==> config.mk <==
export PLATFORM = sky130hd
export DESIGN_NAME = hamming_stream_encoder_flat
export DESIGN_NICKNAME = d
export VERILOG_FILES = /design/src/rtl/hamming_stream_encoder_if.sv /design/src/rtl/hamming_stream_encoder.sv /design/src/flat_wrapper.sv
export SDC_FILE = /design/constraint.sdc
export NUM_CORES = 1
export LEC_CHECK = 0
export BUFFER_PORTS_ARGS = -buffer_cell sky130_fd_sc_hd__buf_4
export CORE_MARGIN = 2
export CORE_UTILIZATION = 50
export DETAILED_ROUTE_END_ITERATION = 7
export GPL_TIMING_DRIVEN = 1
export PLACE_DENSITY = 0.78
export SETUP_SLACK_MARGIN = 0.4
export SLEW_MARGIN = 20
export SYNTH_ARGS = -nofsm -noshare
export SYNTH_HDL_FRONTEND = slang
export SYNTH_SLANG_ARGS = --single-unit
==> constraint.sdc <==
create_clock -name clk -period 2.2 [get_ports clk]
set_input_delay 0.44 -clock clk [delete_from_list [all_inputs] [get_ports clk]]
set_output_delay 0.44 -clock clk [all_outputs]
set_load 0.005 [all_outputs]
==> src/rtl/hamming_stream_encoder_if.sv <==
// ----------------------------------------------------------------------------
// hamming_stream_encoder_if
//
// Streaming bus for hamming_stream_encoder: the input word handshake, the
// per-word error-injection controls, the output codeword handshake and the
// sent-word counter.
//
// Parameters:
//   DATA_W  data word width (1..64)
//   CNT_W   width of the sent-word counter
//
// Derived widths match the encoder: PAR_W parity bits, CODE_W codeword bits
// (one extra overall-parity bit when HAM_SECDED_EN is defined), and POS_W
// bits for the 1-based injection position.
//
// Modports:
//   slave   encoder side (consumes input words, produces codewords)
//   master  environment side (source framer + downstream channel)
//
// Optional feature macro: HAM_SECDED_EN
// ----------------------------------------------------------------------------
interface hamming_stream_encoder_if #(
    parameter int unsigned DATA_W = 4,
    parameter int unsigned CNT_W  = 16
);

    // Smallest R with 2^R >= dw + R + 1.
    function automatic int unsigned calc_par_w(input int unsigned dw);
        int unsigned r;
        r = 0;
        for (int unsigned i = 1; i <= 8; i++) begin
            if (r == 0 && (32'd1 << i) >= dw + i + 1) begin
                r = i;
            end
        end
        return r;
    endfunction

    localparam int unsigned PAR_W = calc_par_w(DATA_W);
`ifdef HAM_SECDED_EN
    localparam int unsigned CODE_W = DATA_W + PAR_W + 1;
`else
    localparam int unsigned CODE_W = DATA_W + PAR_W;
`endif
    localparam int unsigned POS_W = $clog2(CODE_W + 1);

    logic              in_valid;
    logic              in_ready;
    logic [DATA_W-1:0] data_in;
    logic              inj_en;
    logic [POS_W-1:0]  inj_pos;
    logic              out_valid;
    logic              out_ready;
    logic [CODE_W-1:0] code_out;
    logic [CNT_W-1:0]  word_cnt;

    modport slave (
        input  in_valid,
        output in_ready,
        input  data_in,
        input  inj_en,
        input  inj_pos,
        output out_valid,
        input  out_ready,
        output code_out,
        output word_cnt
    );

    modport master (
        output in_valid,
        input  in_ready,
        output data_in,
        output inj_en,
        output inj_pos,
        input  out_valid,
        output out_ready,
        input  code_out,
        input  word_cnt
    );

endinterface

==> src/rtl/hamming_stream_encoder.sv <==
// ----------------------------------------------------------------------------
// hamming_stream_encoder
//
// Registered Hamming encoder with a valid/ready streaming handshake. Each
// accepted DATA_W-bit word is encoded into a CODE_W-bit codeword one clock
// later. Optionally one codeword bit is flipped per word for decoder testing.
// A counter tracks completed output transfers.
//
// Codeword layout (1-based positions, code_out[i-1] is position i):
//   powers of two hold even parity; data bits fill the rest in ascending order.
//
// Ports:
//   clk    system clock, rising edge
//   rst_n  asynchronous active-low reset
//   bus    hamming_stream_encoder_if.slave
//            in_valid/in_ready/data_in   input word handshake
//            inj_en/inj_pos              per-word single-bit flip (1-based)
//            out_valid/out_ready/code_out output codeword handshake
//            word_cnt                    completed output transfers (wraps)
//
// Optional feature macro: HAM_SECDED_EN
//   When defined, an overall even-parity bit over positions 1..DATA_W+PAR_W
//   (taken before injection) is appended as the codeword MSB.
// ----------------------------------------------------------------------------
module hamming_stream_encoder #(
    parameter int unsigned DATA_W = 4,
    parameter int unsigned CNT_W  = 16
) (
    input logic                    clk,
    input logic                    rst_n,
    hamming_stream_encoder_if.slave bus
);

    // ------------------------------------------------------------------------
    // Derived widths
    // ------------------------------------------------------------------------
    function automatic int unsigned calc_par_w(input int unsigned dw);
        int unsigned r;
        r = 0;
        for (int unsigned i = 1; i <= 8; i++) begin
            if (r == 0 && (32'd1 << i) >= dw + i + 1) begin
                r = i;
            end
        end
        return r;
    endfunction

    localparam int unsigned PAR_W = calc_par_w(DATA_W);
    localparam int unsigned HAM_W = DATA_W + PAR_W;
`ifdef HAM_SECDED_EN
    localparam int unsigned CODE_W = HAM_W + 1;
`else
    localparam int unsigned CODE_W = HAM_W;
`endif

    if (DATA_W < 1 || DATA_W > 64) begin : g_bad_width
        $error("hamming_stream_encoder: DATA_W must be in 1..64");
    end

    // ------------------------------------------------------------------------
    // Layout helpers (evaluated on constants, unrolled by synthesis)
    // ------------------------------------------------------------------------
    function automatic logic is_pow2(input int unsigned p);
        return (p & (p - 1)) == 0;
    endfunction

    // Zero-based codeword index holding data bit bit_idx.
    function automatic int unsigned data_slot(input int unsigned bit_idx);
        int unsigned seen;
        int unsigned slot;
        seen = 0;
        slot = 0;
        for (int unsigned pos = 1; pos <= HAM_W; pos++) begin
            if (!is_pow2(pos)) begin
                if (seen == bit_idx) begin
                    slot = pos - 1;
                end
                seen++;
            end
        end
        return slot;
    endfunction

    // Data positions covered by the parity bit at position 2^k.
    function automatic logic [HAM_W-1:0] cover_mask(input int unsigned k);
        logic [HAM_W-1:0] m;
        m = '0;
        for (int unsigned pos = 1; pos <= HAM_W; pos++) begin
            if (!is_pow2(pos) && ((pos >> k) & 1) == 1) begin
                m[pos-1] = 1'b1;
            end
        end
        return m;
    endfunction

    // ------------------------------------------------------------------------
    // Encoder datapath
    // ------------------------------------------------------------------------
    logic [HAM_W-1:0]  data_placed;  // data in its slots, parity slots zero
    logic [HAM_W-1:0]  ham;
    logic [CODE_W-1:0] enc;
    logic [CODE_W-1:0] inj_mask;

    always_comb begin
        data_placed = '0;
        for (int unsigned i = 0; i < DATA_W; i++) begin
            data_placed[data_slot(i)] = bus.data_in[i];
        end
    end

    always_comb begin
        ham = data_placed;
        for (int unsigned k = 0; k < PAR_W; k++) begin
            ham[(32'd1 << k) - 1] = ^(data_placed & cover_mask(k));
        end
    end

`ifdef HAM_SECDED_EN
    assign enc = {^ham, ham};
`else
    assign enc = ham;
`endif

    // Position 0 and positions beyond CODE_W never match, so no flip occurs.
    always_comb begin
        inj_mask = '0;
        for (int unsigned i = 0; i < CODE_W; i++) begin
            inj_mask[i] = bus.inj_en && (32'(bus.inj_pos) == i + 1);
        end
    end

    // ------------------------------------------------------------------------
    // Handshake and output register
    // ------------------------------------------------------------------------
    logic              out_valid_d, out_valid_q;
    logic [CODE_W-1:0] code_d, code_q;
    logic [CNT_W-1:0]  cnt_d, cnt_q;
    logic              in_ready;
    logic              accept;
    logic              xfer;

    assign in_ready = !out_valid_q || bus.out_ready;
    assign accept   = bus.in_valid && in_ready;
    assign xfer     = out_valid_q && bus.out_ready;

    always_comb begin
        out_valid_d = out_valid_q;
        code_d      = code_q;
        cnt_d       = cnt_q;
        // An accept in the same cycle as a drain refills the slot.
        if (accept) begin
            out_valid_d = 1'b1;
            code_d      = enc ^ inj_mask;
        end else if (xfer) begin
            out_valid_d = 1'b0;
        end
        if (xfer) begin
            cnt_d = cnt_q + CNT_W'(1);
        end
    end

    always_ff @(posedge clk or negedge rst_n) begin
        if (!rst_n) begin
            out_valid_q <= 1'b0;
            code_q      <= '0;
            cnt_q       <= '0;
        end else begin
            out_valid_q <= out_valid_d;
            code_q      <= code_d;
            cnt_q       <= cnt_d;
        end
    end

    assign bus.in_ready  = in_ready;
    assign bus.out_valid = out_valid_q;
    assign bus.code_out  = code_q;
    assign bus.word_cnt  = cnt_q;

endmodule

==> src/flat_wrapper.sv <==
// flat-port wrapper written by rule: the top's interface ports become plain ports
module hamming_stream_encoder_flat 
#(
    parameter int unsigned DATA_W = 4,
    parameter int unsigned CNT_W  = 16
)
  (clk, rst_n, bus_in_valid, bus_in_ready, bus_data_in, bus_inj_en, bus_inj_pos, bus_out_valid, bus_out_ready, bus_code_out, bus_word_cnt);
  hamming_stream_encoder_if #(.DATA_W(DATA_W), .CNT_W(CNT_W)) bus_i ();
  input logic clk;
  input logic rst_n;
  input wire logic [$bits(bus_i.in_valid)-1:0] bus_in_valid;
  output wire logic [$bits(bus_i.in_ready)-1:0] bus_in_ready;
  input wire logic [$bits(bus_i.data_in)-1:0] bus_data_in;
  input wire logic [$bits(bus_i.inj_en)-1:0] bus_inj_en;
  input wire logic [$bits(bus_i.inj_pos)-1:0] bus_inj_pos;
  output wire logic [$bits(bus_i.out_valid)-1:0] bus_out_valid;
  input wire logic [$bits(bus_i.out_ready)-1:0] bus_out_ready;
  output wire logic [$bits(bus_i.code_out)-1:0] bus_code_out;
  output wire logic [$bits(bus_i.word_cnt)-1:0] bus_word_cnt;
  assign bus_i.in_valid = bus_in_valid;
  assign bus_in_ready = bus_i.in_ready;
  assign bus_i.data_in = bus_data_in;
  assign bus_i.inj_en = bus_inj_en;
  assign bus_i.inj_pos = bus_inj_pos;
  assign bus_out_valid = bus_i.out_valid;
  assign bus_i.out_ready = bus_out_ready;
  assign bus_code_out = bus_i.code_out;
  assign bus_word_cnt = bus_i.word_cnt;
  hamming_stream_encoder #(.DATA_W(DATA_W), .CNT_W(CNT_W)) u_core (.clk(clk), .rst_n(rst_n), .bus(bus_i));
endmodule
==> results of run 1 <==
-- flip-flops by register name (all words and copies together) (netlist names) --
signal	cells
u_core.bus.code_out	7
u_core.bus.word_cnt	16
u_core.bus.out_valid	1
-- stage by stage --
stage / cell area (sq um) / std cells / hold WS [ps] / util, % / setup slack [ps]
detailed placement: 1480 / 170 / 352 / 66.9 / 765
global route: 1500 / 173 / 17.7 / 67.9 / 549
floorplan: 1180 / 107 / 144 / - / 821
global placement: 1480 / 170 / 346 / 66.9 / 782
finish: 1500 / 173 / 9.04 / 67.9 / 613
CTS: 1500 / 173 / 6.22 / 67.9 / 602
-- routing by layer --
| metal | up-vias | GRT usage [%] |
|---|---|---|
| li1 | 441 | - |
| met1 | 387 | 18.9 |
| met2 | 21 | 30.2 |
| met4 | 0 | 7.69 |
| met3 | 2 | 1.71 |
| met5 | - | 0 |
-- worst max-delay path, delay by kind of cell (launching register included) --
family        cells  cell delay (ps)
simple gates      1              280
buf+inv           1              150
flops             1              430
-- kinds of logic after synthesis --
logic type | count (synthesis) | share of synthesized area [%]
buffers and inverters | 3 | 1.06
muxes | 1 | 0.955
adders and majority gates | 1 | 1.06
AOI/OAI and AO/OA | 7 | 3.29
xor gates and xnor gates | 27 | 20.1
and+or+nand+nor | 44 | 22.6
DFF | 24 | 51.0
-- report_power, final --
part	switching (mW)	total [mW]	leakage [nW]	internal (mW)
Sequential	0.0700	0.585	0.305	0.515
Clock	0.118	0.182	0.0138	0.0638
Combinational	0.117	0.298	0.440	0.180
Total	0.306	1.06	0.759	0.759
-- path summary, 6_finish.rpt --
path / cells past startpoint / end / slack, ps / startpoint
worst min-delay path: 1 / u_core.bus.word_cnt[13] / 9 / rst_n
max in group asynchronous: 1 / u_core.bus.code_out[1] / 1960 / rst_n
worst max register to register: 5 / u_core.bus.word_cnt[6] / 750 / u_core.bus.word_cnt[0]
min in group clk: 2 / u_core.bus.out_valid / 340 / bus_in_valid
worst max-delay path: 2 / bus_in_ready / 610 / u_core.bus.out_valid
worst min register to register: 1 / u_core.bus.word_cnt[15] / 480 / u_core.bus.word_cnt[15]
-- layout by cell type, fill, tap and decap left out, drive strengths merged --
cell and instances:
buf 36, dfrtp 24, xor2 17, nand2 14, xnor2 10, nor2 7, o21ai 7, nand3 4
and3 4, nand4 4, nand4b 3, clkbuf 3, and4 2, nor3 2, inv 2, and4bb 2
or2b 1, mux2 1, nand2b 1, ha 1
-- layout make-up --
cell class,instances,area (sq um)
timing repair buffer,36,270
tap,28,35.0
multi-input combinational,80,566
inverter,2,7.51
sequential,24,601
fill,180,711
clock buffer,3,22.5
==> flow_summary.yaml, run 1 <==
global_route:
  grt_antenna_before_repair: 0
  grt.total_usage_pct: 16.5
  grt_max_degree: 25
  grt_pass1_vias: 803
  grt_pass1_wl_um: 3300
  grt_overflow: 0
route:
  dr_wl_met2_um: 1060
  vias: 851
  topRoutingLayerUsed: "met4"
  met3WireLength_um: 79
  drt-initial-drc-count: 5
  drc: 0
  detail-route-antenna-nets: 0
  totalWireLength_um: 2050
  via_per_inst: 4.92
  dr.pass1.iters: 4
  post_drt_wl_per_cell_um: 11.8
  drt-met1-wl_um: 892
synthesis:
  yosysWarnings: 0
  synthFlopType: "dfrtp_1"
  synth_top_area_share_pct: 51.0
  async_flop_share_pct: 100
  synth_nets: 120
  synth_edf_count: 0
  synth_top_cells_by_area: "dfrtp_1, xor2_1, xnor2_1"
  synthCells: 107
  synth_area_sq_mm: 0.00118
  synth_common_cells: "dfrtp_1, xor2_1, nand2_1, xnor2_1, nor2_1"
  ys_seq_area_share_pct: 51.0
  synth.distinct_cells: 22
  synth_area_leader_cell: "dfrtp_1"
  synthMostInstantiatedCell: "dfrtp_1"
  synth_seq_cells: 24
  avgSynthCellArea_sq_um: 11.0
place:
  hpwl_um: 1620
  port-buffer-count: 36
  gp_congestion: 0.757
setup_path:
  max_stage_delay_ps: 430
  path_max_fanout: 6
  worstPathArrival_ps: 1150
  slowest_stage: "dfrtp_1"
  crit_chain: "or2b_1, buf_4"
  crit_path_end_kind: "output port"
  worst_ep_required_time_ps: 1760
  crit_type: "reg -> out"
  cp-start-kind: "flip-flop"
pwr:
  p_total_mw: 1.06
  ir_drop_uv: 603
  power_density_mw_per_mm2: 709
  leakage_nw: 0.759
clocking:
  cts.clk_slew.worst_paths_ps: 120
  cts-resized-gates: 0
  worstSkewPairLatency_ps: 300
  cts_tree: "yes"
  postCtsSetupBuffers: 0
  htree_levels: 1
  clockBufferDepth: 2
  clock_sinks: 24
  ctsHoldBuffers: 0
  clockRootBuffer: "clkbuf_4"
  cts_buffers: 3
layout:
  layout-drive-gt1-share_pct: 31.7
  area_growth_syn_to_layout_pct: 27.4
  diodes: 0
  final_nets: 160
timing:
  rsz0062_at_grt: "false"
  finalHoldViolCount: 0
  tns_ps: 0
  min_period_ps: 1590
  max_freq_ghz: 0.630
  slew_headroom_pct: 74.8
  setup-violations-final: 0
  final.period_utilization_pct: 72.1
  worstMarginPinSlew_ps: 377
  clock-skew-final_ps: 2.61
  slew_violations: 0
floorplan:
  rows: 17
  die_h_um: 52.6
  die-area_sq_mm: 0.00276
  io_pins: 37
  coreArea_sq_mm: 0.00221
  die_x_um: 52.6
  initial_utilization_pct: 53.3
flow_run:
  maxCapViolCount: 0
worst_hold_path:
  hold_class: "in -> async"
status:
  status: "completed"
(Power assumes the default switching activity.)
==> run 2, diff against run 1 <==
--- a/config.mk
+++ b/config.mk
@@ -7,10 +7,10 @@
 export LEC_CHECK = 0
 export BUFFER_PORTS_ARGS = -buffer_cell sky130_fd_sc_hd__buf_4
 export CORE_MARGIN = 2
-export CORE_UTILIZATION = 50
+export CORE_UTILIZATION = 45
 export DETAILED_ROUTE_END_ITERATION = 7
 export GPL_TIMING_DRIVEN = 1
-export PLACE_DENSITY = 0.78
+export PLACE_DENSITY = 0.75
 export SETUP_SLACK_MARGIN = 0.4
 export SLEW_MARGIN = 20
 export SYNTH_ARGS = -nofsm -noshare
==> constraint.sdc (replaced) <==
create_clock -name clk -period 1.3 [get_ports clk]
set_input_delay 0.26 -clock clk [delete_from_list [all_inputs] [get_ports clk]]
set_output_delay 0.26 -clock clk [all_outputs]
set_load 0.005 [all_outputs]
==> flow_summary.yaml, run 2 (synthesis gave the netlist of run 1 again) <==
global_route:
  grt_max_degree: 25
  grt_pass1_wl_um: 4930
  met1_usage_pct: 25.4
  grt_overflow: 0
  top_usage_layer: "met2"
  grt_antenna_before_repair: 0
  grt.total_usage_pct: 23.6
  grt_pass1_vias: 1067
  grt_util_met2_pct: 46.2
  met3_usage_pct: 0.806
status:
  status: "finished, violations left"
  violations: "setup timing"
layout:
  finalNonFillerCells: 222
  final_common_cell: "buf_4"
  final_cell_mix: "buf_4, buf_6, dfrtp_1, xor2_1, xnor2_1"
  area_growth_syn_to_layout_pct: 84.2
  layout-drive-gt1-share_pct: 60.9
  final_nets: 206
  diodes: 0
  largest_register_ffs: 16
pwr:
  leakage_nw: 1.09
  power_density_mw_per_mm2: 1340
  ir_drop_uv: 1320
route:
  via_per_inst: 5.37
  dr.pass1.iters: 4
  vias: 1192
  detail-route-antenna-nets: 0
  post_drt_wl_per_cell_um: 18.9
  drt-initial-drc-count: 29
  totalWireLength_um: 4190
  drc: 0
setup_path:
  cp-start-kind: "flip-flop"
  path_max_fanout: 4
  r2r_slack_ps: -270
  crit_type: "reg -> reg"
  crit_path_end_kind: "flip-flop"
  worstPathArrival_ps: 1830
  worst_ep_required_time_ps: 1560
clocking:
  cts.clk_slew.worst_paths_ps: 150
  clock_sinks: 24
  htree_levels: 1
  clockRootBuffer: "clkbuf_4"
  cts_tree: "yes"
  cts_buffers: 3
  clockBufferDepth: 2
  worstSkewPairLatency_ps: 340
timing:
  setup-violations-final: 14
  fin_ws_ps: -266
  slew_violations: 0
  clock-skew-final_ps: 6.44
  rsz0062_at_grt: "true"
  max_freq_ghz: 0.639
  min_period_ps: 1570
  finalHoldViolCount: 0
  final.period_utilization_pct: 120
  slew_headroom_pct: 78.0
  worstMarginPinSlew_ps: 331
  whs_ps: 212
floorplan:
  initial_utilization_pct: 47.6
  rows: 18
  die-area_sq_mm: 0.00304
  die_x_um: 55.2
  io_pins: 37
  die_h_um: 55.2
  coreArea_sq_mm: 0.00248
flow_run:
  maxCapViolCount: 0
place:
  placed_cells: 183
  port-buffer-count: 36
  hpwl_um: 1880
  gp_congestion: 0.734
worst_hold_path:
  hold_class: "in -> reg"
## run 2: cell types whose count changed in the layout (fill, tap and decap cells not counted), moves of 4 or more
cell | previous run | this run
buf_6 | 0 | 39
nand2_1 | 14 | 6
o21ai_0 | 5 | 0
buf_4 | 36 | 40
nand2_2 | 0 | 4
nor2_1 | 7 | 3
o21ai_1 | 1 | 5
## run 2: power breakdown
part	internal, mW	switching [mW]	leakage, nW	total, mW
sequential	0.874	0.126	0.301	0.999
combinational	0.930	0.539	0.771	1.47
clock	0.172	0.260	0.0210	0.432
## run 2: per-layer routing
metal / vias up / part of all wire [%]
met3: 13 / 3.1
li1: 533 / -
met1: 594 / 38
met5: - / 0
met2: 52 / 55
met4: 0 / 4.6
## run 2: what timing repair did
| item | in CTS | in global routing |
|---|---|---|
| resized for setup | 43 | 28 |
| cloned | 1 | 0 |
| endpoints found under the setup margin | 47 | 49 |
| hold buffers | 1 | 0 |
| buffers inserted | 24 | 9 |
| pin swaps | 8 | 13 |
| hold endpoints to repair | 24 | 0 |
## run 2: path summary, 6_finish.rpt
check / from / to / depth (start not counted)
setup / recovery: u_core.bus.word_cnt[1] / u_core.bus.word_cnt[10] / 5
hold / removal: bus_data_in[0] / u_core.bus.code_out[2] / 3
setup reg to reg: u_core.bus.word_cnt[1] / u_core.bus.word_cnt[10] / 5
hold reg to reg: u_core.bus.code_out[2] / u_core.bus.code_out[2] / 2
max in group asynchronous: rst_n / u_core.bus.word_cnt[5] / 2
min in group asynchronous: rst_n / u_core.bus.word_cnt[6] / 2
## run 2: final cells by class
cell class / count / area (sq um)
Tap cell: 30 / 37.5
Inverter: 2 / 7.51
Fill cell: 114 / 307
Clock buffer: 4 / 36.3
Multi-Input combinational cell: 81 / 722
Timing Repair Buffer: 81 / 764
Sequential cell: 24 / 603
## run 2: metrics by stage
step	util, %	total power [mW]	setup WS (ps)	setup TNS [ps]	cell area [sq um]
after floorplan	-	1.26	-16.5	-16.5	1210
after global placement	64.0	1.66	9.07	0	1590
after detailed placement	64.0	1.69	-59.3	-154	1590
after CTS	79.8	2.49	-71.6	-366	1980
after global routing	87.6	3.00	-321	-2860	2170
final	87.6	2.90	-266	-2190	2170
## run 2: worst max-delay path, stage by stage (launching register included)
cell	delay [ps]
dfrtp_1	420
ha_2	200
and3_4	180
nand4_1	270
nor2_1	220
xor2_1	200
==> run 3, diff against run 2 <==
--- a/config.mk
+++ b/config.mk
@@ -6,7 +6,6 @@
 export NUM_CORES = 1
 export LEC_CHECK = 0
 export BUFFER_PORTS_ARGS = -buffer_cell sky130_fd_sc_hd__buf_4
-export CORE_MARGIN = 2
 export CORE_UTILIZATION = 45
 export DETAILED_ROUTE_END_ITERATION = 7
 export GPL_TIMING_DRIVEN = 1
==> flow_summary.yaml, run 3 (synthesis gave the netlist of run 1 again) <==
place:
  hpwl_um: 1800
  gp_congestion: 0.737
  placed_cells: 183
  port-buffer-count: 36
floorplan:
  die_h_um: 53.2
  io_pins: 37
  die_x_um: 53.2
  coreArea_sq_mm: 0.00248
  die-area_sq_mm: 0.00283
  rows: 18
  initial_utilization_pct: 47.6
timing:
  fin_ws_ps: -169
  rsz0062_at_grt: "true"
  min_period_ps: 1470
  finalHoldViolCount: 0
  slew_headroom_pct: 78.9
  tns_ps: -1540
  final.period_utilization_pct: 113
  max_freq_ghz: 0.681
  clock-skew-final_ps: 1.86
  slew_violations: 0
  setup-violations-final: 15
  worstMarginPinSlew_ps: 316
route:
  detail-route-antenna-nets: 0
  drt-initial-drc-count: 16
  vias: 1103
  drc: 0
  via_per_inst: 4.99
  totalWireLength_um: 3480
  dr.pass1.iters: 4
  post_drt_wl_per_cell_um: 15.8
layout:
  area_growth_syn_to_layout_pct: 81.0
  multiInputGateArea_sq_um: 706
  final_cell_mix: "buf_4, buf_6, dfrtp_1, xor2_1, xnor2_1"
  final_common_cell: "buf_4"
  finalNonFillerCells: 221
  final_nets: 206
  nFillCells: 126
  seq_area_sq_um: 603
  largest_register_ffs: 16
  layout-drive-gt1-share_pct: 59.7
  diodes: 0
clocking:
  clockRootBuffer: "clkbuf_4"
  cts_tree: "yes"
  clock_sinks: 24
  htree_levels: 1
  clockBufferDepth: 2
  cts_buffers: 3
  cts.clk_slew.worst_paths_ps: 130
  worstSkewPairLatency_ps: 310
pwr:
  power_density_mw_per_mm2: 1250
  leakage_nw: 1.08
  p_total_mw: 2.66
  ir_drop_uv: 1150
global_route:
  grt_antenna_before_repair: 0
  grt_pass1_wl_um: 4730
  grt_max_degree: 25
  grt_overflow: 0
  grt.total_usage_pct: 24.0
  grt_pass1_vias: 1094
setup_path:
  crit_start: "u_core.bus.word_cnt[0]"
  reg2reg_from: "u_core.bus.word_cnt[0]"
  worst_ep_required_time_ps: 1540
  r2r_slack_ps: -170
  crit_type: "reg -> reg"
  reg2regPathDepth: 5
  critical_path.endpoint: "u_core.bus.word_cnt[8]"
  rr_endpoint: "u_core.bus.word_cnt[8]"
  worstPathArrival_ps: 1710
  cp-start-kind: "flip-flop"
  path_max_fanout: 4
  crit_path_end_kind: "flip-flop"
flow_run:
  maxCapViolCount: 0
status:
  violations: "setup timing"
  status: "finished, violations left"
worst_hold_path:
  hold_class: "in -> reg"
run 3: layer usage:
layer  part of all wire [%]  global-route usage (%)  vias up  wire length [um]
li1                       -                       -      529                 -
met1                     38                    28.4      530              1320
met2                     55                    43.2       36              1930
met3                    3.1                    1.72        8               109
met4                    3.6                    11.4        0               125
met5                      0                       0        -                 0
run 3: final cells by class:
| cell class | count | share of cell area (%) |
|---|---|---|
| timing repair buffer | 81 | 35.5 |
| inverter | 2 | 0.352 |
| multi-input combinational | 81 | 33.1 |
| clock buffer | 3 | 1.06 |
| sequential | 24 | 28.3 |
| tap | 30 | 1.76 |
run 3: how the worst min path moves through the flow:
stage                     depth (start not counted)            from  slack [ps]                      end
after global routing                              2    bus_in_valid         250     u_core.bus.out_valid
after global placement                            1           rst_n         170  u_core.bus.word_cnt[15]
final                                             3  bus_data_in[0]         250   u_core.bus.code_out[2]
after CTS                                         2    bus_in_valid         220     u_core.bus.out_valid
after floorplan                                   0           rst_n         -40   u_core.bus.code_out[0]
after detailed placement                          1           rst_n         170   u_core.bus.word_cnt[6]
run 3: timing repair:
item / CTS / global route
hold buffers: 1 / 0
pin swaps: 16 / 8
setup buffers: 25 / 8
resized for setup: 44 / 20
gates cloned: 1 / 0
hold endpoints to repair: 24 / 0
endpoints found under the setup margin: 47 / 49
run 3: stage by stage:
step                hold slack (ps)  instance area [sq um]  util [%]  worst slack (ps)
floorplan                     -35.6                   1210         -             -16.5
global placement                172                   1590      64.0              10.3
detailed placement              175                   1590      64.0             -85.0
CTS                             217                   1980      79.9              -113
global route                    248                   2130      86.1              -255
finish                          249                   2130      86.1              -169
run 3: report_power, final:
part | total, mW | internal (mW) | switching, mW
combinational | 1.36 | 0.872 | 0.490
clock | 0.331 | 0.108 | 0.223
sequential | 0.969 | 0.874 | 0.0946
total | 2.66 | 1.85 | 0.807
run 3: critical path, stage by stage (launching register included):
cell     delay (ps)
dfrtp_1         390
ha_2            180
and3_4          180
nand4_1         230
nor2_1          240
xor2_1          180
